[config.mk]
export PLATFORM = sky130hd
export DESIGN_NAME = agu_seq
export DESIGN_NICKNAME = d
export VERILOG_FILES = /design/src/rtl/agu_seq.sv
export SDC_FILE = /design/constraint.sdc
export NUM_CORES = 1
export LEC_CHECK = 0
export ABC_AREA = 1
export CORE_ASPECT_RATIO = 1.1
export CORE_MARGIN = 2
export CORE_UTILIZATION = 30
export CTS_BUF_LIST = sky130_fd_sc_hd__clkbuf_8
export CTS_CLUSTER_SIZE = 12
export DETAILED_ROUTE_END_ITERATION = 8
export SLEW_MARGIN = 25
export SYNTH_ARGS = -nofsm -noshare
export SYNTH_HDL_FRONTEND = slang
export SYNTH_SLANG_ARGS = --single-unit
[constraint.sdc]
create_clock -name clk -period 2.15 [get_ports clk]
set_input_delay 0.43 -clock clk [delete_from_list [all_inputs] [get_ports clk]]
set_output_delay 0.43 -clock clk [all_outputs]
set_load 0.01 [all_outputs]
[src/rtl/agu_seq.sv]
// agu_seq: job sequencer that clears an agu, steps it under valid/ready back-pressure
// and emits base-offset addresses framed with last/done.
module agu_seq #(
  parameter int BWADDR   = 21,
  parameter int BWLENGTH = 8,
  parameter int BWREP    = 8
) (
  input  logic                clk,
  input  logic                rst_n,
  input  logic                start,
  input  logic                abort,
  input  logic [BWADDR-1:0]   cfg_base,
  input  logic [BWLENGTH-1:0] cfg_l0,
  input  logic [BWLENGTH-1:0] cfg_l1,
  input  logic [BWLENGTH-1:0] cfg_l2,
  input  logic [BWADDR-1:0]   cfg_j0,
  input  logic [BWADDR-1:0]   cfg_j1,
  input  logic [BWADDR-1:0]   cfg_j2,
  input  logic [BWADDR-1:0]   cfg_j3,
  input  logic [BWREP-1:0]    cfg_n3,
  output logic                busy,
  output logic                done,
  output logic                out_valid,
  input  logic                out_ready,
  output logic [BWADDR-1:0]   out_addr,
  output logic                out_last,
  output logic                agu_clr,
  output logic                agu_step,
  output logic [BWLENGTH-1:0] agu_l0,
  output logic [BWLENGTH-1:0] agu_l1,
  output logic [BWLENGTH-1:0] agu_l2,
  output logic [BWADDR-1:0]   agu_j0,
  output logic [BWADDR-1:0]   agu_j1,
  output logic [BWADDR-1:0]   agu_j2,
  output logic [BWADDR-1:0]   agu_j3,
  input  logic [BWADDR-1:0]   agu_addr,
  input  logic                agu_z0,
  input  logic                agu_z1,
  input  logic                agu_z2
);
  typedef enum logic [1:0] {IDLE, CLR, RUN, DRAIN} state_t;
  state_t r_state, w_next;
  logic [BWADDR-1:0]   r_base;
  logic [BWREP-1:0]    r_rem;
  logic                w_wrap, w_hs, w_end;
  assign busy     = r_state != IDLE;
  assign agu_clr  = r_state == CLR;
  assign agu_step = r_state == RUN && !abort && (!out_valid || out_ready);
  assign w_wrap   = agu_z0 & agu_z1 & agu_z2;
  assign w_hs     = out_valid & out_ready;
  assign w_end    = w_wrap && r_rem == '0;
  always_comb begin
    w_next = r_state;
    case (r_state)
      IDLE:    w_next = start ? CLR : IDLE;
      CLR:     w_next = RUN;
      RUN:     w_next = (agu_step && w_end) ? DRAIN : RUN;
      DRAIN:   w_next = w_hs ? IDLE : DRAIN;
      default: w_next = IDLE;
    endcase
    if (abort) w_next = IDLE;
  end
  always_ff @(posedge clk or negedge rst_n)
    if (!rst_n) r_state <= IDLE;
    else r_state <= w_next;
  // Abort wins over start and over a handshake in flight; the dropped beat is never retried.
  always_ff @(posedge clk or negedge rst_n)
    if (!rst_n) begin
      done      <= 1'b0;
      out_valid <= 1'b0;
      out_last  <= 1'b0;
      out_addr  <= '0;
      r_base    <= '0;
      r_rem     <= '0;
      agu_l0    <= '0;
      agu_l1    <= '0;
      agu_l2    <= '0;
      agu_j0    <= '0;
      agu_j1    <= '0;
      agu_j2    <= '0;
      agu_j3    <= '0;
    end else begin
      done <= 1'b0;
      if (abort) begin
        out_valid <= 1'b0;
        out_last  <= 1'b0;
      end else if (r_state == IDLE && start) begin
        r_base <= cfg_base;
        r_rem  <= cfg_n3;
        agu_l0 <= cfg_l0;
        agu_l1 <= cfg_l1;
        agu_l2 <= cfg_l2;
        agu_j0 <= cfg_j0;
        agu_j1 <= cfg_j1;
        agu_j2 <= cfg_j2;
        agu_j3 <= cfg_j3;
      end else if (agu_step) begin
        out_valid <= 1'b1;
        out_addr  <= r_base + agu_addr;
        out_last  <= w_end;
        if (w_wrap && !w_end) r_rem <= r_rem - BWREP'(1);
      end else if (r_state == DRAIN && w_hs) begin
        out_valid <= 1'b0;
        out_last  <= 1'b0;
        done      <= 1'b1;
      end
    end
endmodule

==> flow_metrics.env <==
export IMPL_synth_cell_types=30
export IMPL_p_int_mw=7.01
export IMPL_end_kind="output pin"
export IMPL_final_cells=1649
export IMPL_ant_nets=0
export IMPL_max_freq_mhz=482
export IMPL_p_leak_nw=5.96
export IMPL_min_from="agu_j3[0]$_DFFE_PN0P_"
export IMPL_dieArea_um2=26800
export IMPL_hpwl_um=17700
export IMPL_cts_root_buf="clkbuf_8"
export IMPL_multiInputGateArea_um2=3180
export IMPL_ys_async_sr_fraction_pct=100
export IMPL_routedWlPerCell_um=14.1
export IMPL_nets=1508
export IMPL_fin_crit_sh_pct=96.5
export IMPL_path_clk_slew_ps=90
export IMPL_syn_area_um2=7660
export IMPL_critPathKind="in2out"
export IMPL_avgSynthCellArea_um2=7.77
export IMPL_min_path_type="reg2reg"
export IMPL_drt_wl_total_um=23200
export IMPL_p_switching_mw=3.62
export IMPL_n_fill_cell=2505
export IMPL_ff_latch_area_um2=4080
export IMPL_max_stage_delay_ps=470
export IMPL_synth_top_area_share_pct=53.2
export IMPL_antenna_found_initial=4
export IMPL_syn_nets=1175
export IMPL_area_delta_synth_final_pct=54.1
export IMPL_clkPwrFrac_pct=22.2
export IMPL_synth_common_cells="557 x nand2_1, 163 x dfrtp_1, 61 x inv_1, 35 x nand3_1, 32 x nor2_1"
export IMPL_yosys_warnings=0
export IMPL_cp_startpoint="abort"
export IMPL_worstReg2RegStart="r_base[0]$_DFFE_PN0P_"
export IMPL_peakVddDrop_mv=0.367
export IMPL_drcViolationCount=0
export IMPL_setup_viol=0
export IMPL_crit_family="buffers and inverters"
export IMPL_p_total_mw=10.6
export IMPL_setup_worst_path_end="agu_step"
export IMPL_ys_flop_type="dfrtp_1"
export IMPL_grt_pass1_wl_um=36400
export IMPL_p_seq_share_pct=39.9
export IMPL_rows=61
export IMPL_pwr_share_comb_pct=37.9
export IMPL_cts_buffers=17
export IMPL_worst_slew_pin_slew_ps=446
export IMPL_power_density_nw_per_um2=901
export IMPL_grt_max_degree=89
export IMPL_cts_max_level=4
export IMPL_fin_crit_ps=2080
export IMPL_crit_buf_inv=3
export IMPL_cap_viol_max_count=0
export IMPL_clock_latency_ps=450
export IMPL_reg2regPathDepth=10
export IMPL_r2r_end="out_addr[16]$_DFFE_PN0P_"
export IMPL_die_w_um=156
export IMPL_drtIter0Drc=369
export IMPL_crit_arrival_ps=1650
export IMPL_clock_sinks=163
export IMPL_synth_edf_count=0
export IMPL_grt_pass1_vias=7033
export IMPL_status="completed"
export IMPL_die_height_um=172
export IMPL_via_per_inst=4.33
export IMPL_start_util_pct=30.4
export IMPL_slowest_stage="clkdlybuf4s50_1"
export IMPL_ys_seq_elements=163
export IMPL_synth_cells=986
export IMPL_critPathMaxFanout=5
export IMPL_cts_tree="built"
export IMPL_holdWs_ps=474
export IMPL_fin_util_pct=46.9
export IMPL_swShare_pct=34.0
export IMPL_pin_count=301
export IMPL_cp_required_ps=1720
export IMPL_fp_coreArea_um2=25200
export IMPL_slew_viol_final=0
export IMPL_yosysMostFrequentCell="nand2_1"
export IMPL_rrSetupSlack_ps=270
export IMPL_fin_skew_ps=18.4
export IMPL_yosys_top_cells_area="dfrtp_1 53%, nand2_1 27%, ha_1 3.6%"
export IMPL_clock_path_buffers=2
export IMPL_drive_above_1_share_pct=6.84
export IMPL_seq_area_frac_synth_pct=53.2
export IMPL_place_gp_congestion=0.855
export IMPL_dr_pass1_iters=5
export IMPL_rsz0062_at_grt="no"
export IMPL_synth_top_area_cell="dfrtp_1"
export IMPL_track_usage_pct=17.4
export IMPL_startpoint_type="input port"
export IMPL_hold_viol_final=0
export IMPL_place_inst=1612
export IMPL_setup_tns_ps=0
export IMPL_grt_remaining_overflow=0
export IMPL_path_depth=4
export IMPL_via_count=7132
export IMPL_crit_chain="clkdlybuf4s50_1 > nor4_4 > buf_6 > dlygate4sd2_1"
export IMPL_portBuffers=300
export IMPL_relSlewSlack_pct=70.3
==> worst reg2reg max path, stage by stage, from the launching register on <==
cell      delay [ps]
dfrtp_1          400
ha_1             210
fa_1             390
nand3_1          120
nand3_1          160
nand2_1          100
nand2_1           90
nand3_1          100
nand3b_1          90
nand3_1           90
nand2_1           40
==> logic make-up after synthesis <==
logic type / Yosys count / synth area share, %
compound gates: 43 / 2.99
xor+xnor: 10 / 1.14
fa+ha+maj: 23 / 3.85
buf+inv: 99 / 5.41
flops: 163 / 53.2
simple gates: 648 / 33.4
==> stage by stage <==
| stage | setup slack [ps] | cell area (um2) |
|---|---|---|
| detailed placement | -243 | 11400 |
| CTS | 23.7 | 11800 |
| finish | 74.9 | 11800 |
| global placement | -220 | 11400 |
| global route | 17.4 | 11800 |
| floorplan | 312 | 7660 |
==> cell type report <==
cell class	count	share of cell area, %
Sequential cell	163	34.6
Multi-Input combinational cell	724	26.9
Tap cell	315	3.34
Timing Repair Buffer	348	29.6
Antenna cell	3	0.0636
Clock inverter	14	1.41
Inverter	65	2.09
Clock buffer	17	1.98
==> power groups by stage <==
stage          sequential (mW)  clock (mW)  combinational (mW)
2_1_floorplan             4.54           0                1.56
3_3_place_gp              4.28           0                4.05
3_5_place_dp              4.30           0                4.07
4_1_cts                   4.25        2.47                4.09
5_1_grt                   4.35        2.59                4.50
6_report                  4.24        2.36                4.03
==> layer usage <==
| layer | track usage [%] | wire [um] |
|---|---|---|
| met1 | 20.7 | 9660 |
| met2 | 29.4 | 11400 |
| met3 | 6.07 | 1770 |
| met4 | 5.38 | 421 |
| met5 | 0 | 13 |
==> worst min path at each step <==
stage / to / slack [ps] / cells past startpoint
after floorplan: agu_j0[0]$_DFFE_PN0P_ / 130 / 0
after global placement: agu_l1[2]$_DFFE_PN0P_ / 400 / 1
after detailed placement: agu_l1[1]$_DFFE_PN0P_ / 400 / 1
after CTS: agu_l0[0]$_DFFE_PN0P_ / 440 / 2
after global routing: agu_l1[0]$_DFFE_PN0P_ / 480 / 3
final: agu_j3[0]$_DFFE_PN0P_ / 470 / 2
==> cell usage in the layout, fill, tap and decap left out, types with 10 or more instances in the layout <==
master,count
clkdlybuf4s50_1,297
inv_1,61
dfrtp_1,162
buf_4,36
o21ai_1,15
nor2_1,32
ha_1,22
a21oi_1,17
clkbuf_8,17
buf_12,10
nand3_1,35
nand2_1,557
==> flip-flops by register name, summed over array words and instances, names as in the netlist, 21 cells and up <==
name      count
agu_j0       21
agu_j1       21
agu_j2       21
agu_j3       21
out_addr     21
r_base       21
==> repair_timing <==
action,CTS,global route
hold buffers,1,0
buffers inserted,2,0
hold endpoints to repair,39,0
gates resized for setup,4,1
endpoints found under the setup margin,1,1
gates cloned,0,0
Note: power is estimated with default switching activity, not from simulation.
